==> src/rtl/pipe_mux.sv <==
// pipe_mux: registered NUM-to-1 word multiplexer with a valid/ready handshake
// on both sides. One output register; a selected word appears one cycle after
// it is accepted. A sel that names no channel produces an all-zero word with
// out_err set.
//
// Optional build macro PIPE_MUX_SKID_EN adds a one-entry skid buffer so that
// in_ready comes from a register yet full throughput is kept. Without it,
// in_ready is combinational from out_ready.
//
// Ports:
//   clk       clock, rising edge
//   rst       synchronous active-high reset
//   in_data   NUM*WIDTH bits, channel k at [k*WIDTH +: WIDTH]
//   sel       channel select, sampled on accept
//   in_valid  upstream offers in_data/sel
//   in_ready  block can accept this cycle
//   flush     synchronous discard of all held words
//   out_data  registered selected word
//   out_err   word was produced by an out-of-range sel
//   out_valid out_data/out_err hold a word
//   out_ready downstream consumes the word this cycle
module pipe_mux #(
  parameter int WIDTH = 32,
  parameter int NUM   = 4,
  parameter int SEL_W = 2
) (
  input  logic                 clk,
  input  logic                 rst,
  input  logic [NUM*WIDTH-1:0] in_data,
  input  logic [SEL_W-1:0]     sel,
  input  logic                 in_valid,
  output logic                 in_ready,
  input  logic                 flush,
  output logic [WIDTH-1:0]     out_data,
  output logic                 out_err,
  output logic                 out_valid,
  input  logic                 out_ready
);

`ifdef PIPE_MUX_SKID_EN
  typedef enum logic [1:0] {EMPTY = 2'd0, FULL = 2'd1, SKID = 2'd2} state_t;
`else
  typedef enum logic {EMPTY = 1'b0, FULL = 1'b1} state_t;
`endif

  state_t state, state_nxt;

  logic [WIDTH-1:0] sel_word;
  logic             sel_err;
  logic [31:0]      sel_ext;
  logic [WIDTH-1:0] data_q;
  logic             err_q;
  logic             accept;
  logic             xfer;
  logic             load_in;

`ifdef PIPE_MUX_SKID_EN
  logic [WIDTH-1:0] skid_data;
  logic             skid_err;
  logic             load_skid;
  logic             load_from_skid;
  logic             ready_q;
`endif

  // Channel selection; any sel value without a matching channel yields zero
  // with the error flag.
  assign sel_ext = 32'(sel);

  always_comb begin
    sel_word = '0;
    sel_err  = 1'b1;
    for (int unsigned k = 0; k < NUM; k++) begin
      if (sel_ext == k) begin
        sel_word = in_data[k*WIDTH +: WIDTH];
        sel_err  = 1'b0;
      end
    end
  end

  assign out_valid = (state != EMPTY);
  assign out_data  = data_q;
  assign out_err   = err_q;

`ifdef PIPE_MUX_SKID_EN
  // ready_q already reflects "skid slot free"; rst/flush only gate it off.
  assign in_ready = ready_q && !rst && !flush;
`else
  assign in_ready = !rst && !flush && (!out_valid || out_ready);
`endif

  assign accept = in_valid && in_ready;
  assign xfer   = out_valid && out_ready;

  always_comb begin
    state_nxt = state;
    load_in   = 1'b0;
`ifdef PIPE_MUX_SKID_EN
    load_skid      = 1'b0;
    load_from_skid = 1'b0;
`endif
    if (flush) begin
      state_nxt = EMPTY;
    end else begin
      case (state)
        EMPTY: begin
          if (accept) begin
            state_nxt = FULL;
            load_in   = 1'b1;
          end
        end
        FULL: begin
          if (xfer) begin
            if (accept) load_in = 1'b1;
            else        state_nxt = EMPTY;
          end
`ifdef PIPE_MUX_SKID_EN
          else if (accept) begin
            state_nxt = SKID;
            load_skid = 1'b1;
          end
`endif
        end
`ifdef PIPE_MUX_SKID_EN
        SKID: begin
          // in_ready is low here, so only the skid word can move forward.
          if (xfer) begin
            state_nxt      = FULL;
            load_from_skid = 1'b1;
          end
        end
`endif
        default: state_nxt = EMPTY;
      endcase
    end
  end

  always_ff @(posedge clk) begin
    if (rst) state <= EMPTY;
    else     state <= state_nxt;
  end

  always_ff @(posedge clk) begin
    if (rst) begin
      data_q <= '0;
      err_q  <= 1'b0;
    end else if (load_in) begin
      data_q <= sel_word;
      err_q  <= sel_err;
    end
`ifdef PIPE_MUX_SKID_EN
    else if (load_from_skid) begin
      data_q <= skid_data;
      err_q  <= skid_err;
    end
`endif
  end

`ifdef PIPE_MUX_SKID_EN
  always_ff @(posedge clk) begin
    if (rst) begin
      skid_data <= '0;
      skid_err  <= 1'b0;
      ready_q   <= 1'b1;
    end else begin
      if (load_skid) begin
        skid_data <= sel_word;
        skid_err  <= sel_err;
      end
      ready_q <= (state_nxt != SKID);
    end
  end
`endif

endmodule

==> config.mk <==
export PLATFORM = sky130hd
export DESIGN_NAME = pipe_mux
export DESIGN_NICKNAME = d
export VERILOG_FILES = /design/src/rtl/pipe_mux.sv
export SDC_FILE = /design/constraint.sdc
export NUM_CORES = 1
export LEC_CHECK = 0
export BUFFER_PORTS_ARGS = -buffer_cell sky130_fd_sc_hd__buf_2
export CAP_MARGIN = 20
export CELL_PAD_IN_SITES_DETAIL_PLACEMENT = 2
export CELL_PAD_IN_SITES_GLOBAL_PLACEMENT = 2
export CORE_MARGIN = 8
export CORE_UTILIZATION = 22
export CTS_CLUSTER_SIZE = 12
export DETAILED_ROUTE_END_ITERATION = 10
export HOLD_SLACK_MARGIN = 0.05
export PLACE_DENSITY_LB_ADDON = 0.12
export SYNTH_ARGS = -nofsm -noshare
export SYNTH_HDL_FRONTEND = slang
export SYNTH_SLANG_ARGS = --single-unit
==> constraint.sdc <==
create_clock -name clk -period 3.4 [get_ports clk]
set_input_delay 0 -clock clk [delete_from_list [all_inputs] [get_ports clk]]
set_output_delay 0 -clock clk [all_outputs]
set_load 0.01 [all_outputs]
==> results_dict.tcl <==
set metrics [dict create \
    vias_per_cell 4.74 \
    dpl_worst_slack_ps 1500 \
    clock-sinks 34 \
    pwr_density_cell_nw_per_um2 336 \
    critPathKind "flip-flop to flip-flop" \
    end_kind "flip-flop" \
    rrSetupSlack_ps 1880 \
    clock_path_buffers 2 \
    power_mw 0.958 \
    ys_warn_count 0 \
    final.period_utilization 0.448 \
    synth-xor-area-share 0 \
    cts_hold_buf 2 \
    slowest_stage "nor2b_1" \
    switching_power_mw 0.247 \
    p_comb_frac 0.257 \
    switching_share 0.258 \
    min_from "in_data[87]" \
    final_common_cell "buf_2" \
    cts_tree "done" \
    cellLeakagePower_nw 1.40 \
    timing.rr.start "out_valid" \
    cts_buffers 5 \
    grt_pass1_wl_mm 11.9 \
    synth.ff_latch_count 34 \
    antenna_found_initial 0 \
    mostFrequentLayoutCells "169 x buf_2, 34 x dfxtp_1, 32 x a22o_1" \
    fmax_mhz 657 \
    clock_latency_ps 280 \
    r2r-end "out_data[9]" \
    rows 33 \
    cp-start-kind "flip-flop" \
    min_path_cells 3 \
    required_ps 3620 \
    io_buffers 169 \
    drtIter0Drc 40 \
    synth_fa_ha_area_frac 0 \
    grt_overflow 0 \
    gp_congestion 0.669 \
    wl_mm 7.93 \
    cts_resized 0 \
    path_cells "nor2b_1 -> o31a_1 -> buf_4 -> a22o_1" \
    io-pin-count 170 \
    reg2reg_depth 4 \
    routedWlPerCell_um 20.1 \
    synthMuxAreaShare 0.398 \
    grtUsageTotal 0.135 \
    syn_to_final_growth_pct 55.7 \
    yosysSeqAreaShare 0.372 \
    drive_gt1_frac 0.722 \
    synthFlopType "dfxtp_1" \
    ir_drop_mv 0.102 \
    start_util 0.225 \
    critPathTopFamily "compound AO/OA/AOI/OAI gates" \
    synthesis.area_um2 1830 \
    worst_pin_slew_ps 887 \
    maxCapViolations 0 \
    synth-simple-area-share 0.0212 \
    worst_slack_ps 1880 \
    drc 0 \
    hold_viol 0 \
    fp.dieW_um 107 \
    dp_hpwl_mm 6.51 \
    finalSetupTns_ps 0 \
    post-cts-setup-buffer-count 0 \
    hold_path_end "out_data[23]" \
    async_flop_share 0 \
    max_slew_margin 0.409 \
    internal_power_mw 0.711 \
    max_stage_delay_ps 370 \
    vias 1869 \
    dieArea_um2 11500 \
    finClkSkew_ps 3.13 \
    slew_violations 0 \
    synth_compound_area_frac 0.158 \
    finalCriticalPeriod_ps 1520 \
    rsz0062_at_grt "false" \
    grt_pass1_vias 2130 \
    synth-edff-count 0 \
    ant_nets 0 \
    syn_nets 255 \
    synth_top_family_by_area "multiplexers" \
    grt_max_degree 34 \
    worstPathMaxFanout 33 \
    core_area_um2 8130 \
    fin_area_um2 2850 \
    yosys.cell_types.count 14 \
    syn_inst 120 \
    status "completed" \
    ctsRootBufferMaster "clkbuf_8" \
    clkSlewWorstSetupHoldPaths_ps 70 \
    die_y_um 107 \
    dpl-instance-area_um2 2750 \
    seq_power_share 0.451 \
    syn-mean-instance-area_um2 15.3 \
    clkPwrFrac 0.292 \
    hp-class "input pin to flip-flop" \
    critPathBufInv 1 \
    fin_nets 423 \
    cp.arrival_ps 1740 \
    setup_viol_count_final 0 \
    whs_ps 142 \
    drt_first_pass_iters 4 \
    cts_max_level 2 \
]
-- cells by family (layout without fill, tap and decap cells) --
logic type / Yosys count / in the layout
flops: 34 / 34
compound gates: 33 / 33
mux: 32 / 32
buf+inv: 15 / 183
simple gates: 6 / 6
other cells: 0 / 1
-- power by group through the flow --
| stage | Combinational (mW) | Clock [mW] | Sequential [mW] |
|---|---|---|---|
| after CTS | 0.253 | 0.298 | 0.432 |
| after global routing | 0.270 | 0.309 | 0.435 |
| final | 0.247 | 0.280 | 0.432 |
| after floorplan | 0.119 | 0 | 0.452 |
| after detailed placement | 0.250 | 0 | 0.441 |
| after global placement | 0.245 | 0 | 0.440 |
-- synth_stat cells, types with 2 or more instances --
cell type  number  area share
buf_1           2      0.0041
nor3_1          2      0.0055
dfxtp_1        34        0.37
buf_2           7       0.019
a22o_1         32        0.15
buf_6           4       0.025
inv_1           2      0.0041
mux4_1          2       0.029
mux4_2         30        0.37
-- stage by stage --
step,utilization,instances
6_report,0.351,394
5_1_grt,0.350,393
4_1_cts,0.350,393
3_5_place_dp,0.338,384
3_3_place_gp,0.338,384
2_1_floorplan,-,120
-- worst reg2reg max path: stages (launching register included) --
cell	delay (ps)
dfxtp_1	330
nor2b_1	380
o31a_1	180
buf_4	350
a22o_1	240
-- layout make-up --
type / count / area [um2]
repair buffers: 174 / 888
fillers: 932 / 5280
well taps: 105 / 131
clock buffers: 7 / 76.3
inverters: 2 / 7.51
flip-flops and latches: 34 / 681
diodes: 1 / 2.50
multi-input cells: 71 / 1060
-- per-layer routing --
layer	share of wire	up-vias	routed length, um	global-route usage
met1	0.37	917	2900	0.141
li1	-	850	-	-
met3	0.12	5	940	0.0672
met5	0	-	0	0
met4	0.0086	0	68	0.0442
met2	0.51	97	4030	0.229
-- worst max path at each step --
stage / start / endpoint / slack [ps] / cells past startpoint
floorplan: out_valid / out_data[10] / 2120 / 4
global placement: sel[0] / out_data[19] / 1530 / 4
detailed placement: sel[0] / out_data[20] / 1500 / 4
CTS: sel[0] / out_data[20] / 1810 / 4
global route: sel[0] / out_data[20] / 1690 / 4
finish: out_valid / out_data[9] / 1880 / 4
-- registers in the layout (all words and copies together) (netlist names) --
signal	cells
out_data	32
out_err	1
out_valid	1
Note: power is estimated with default switching activity, not from simulation.
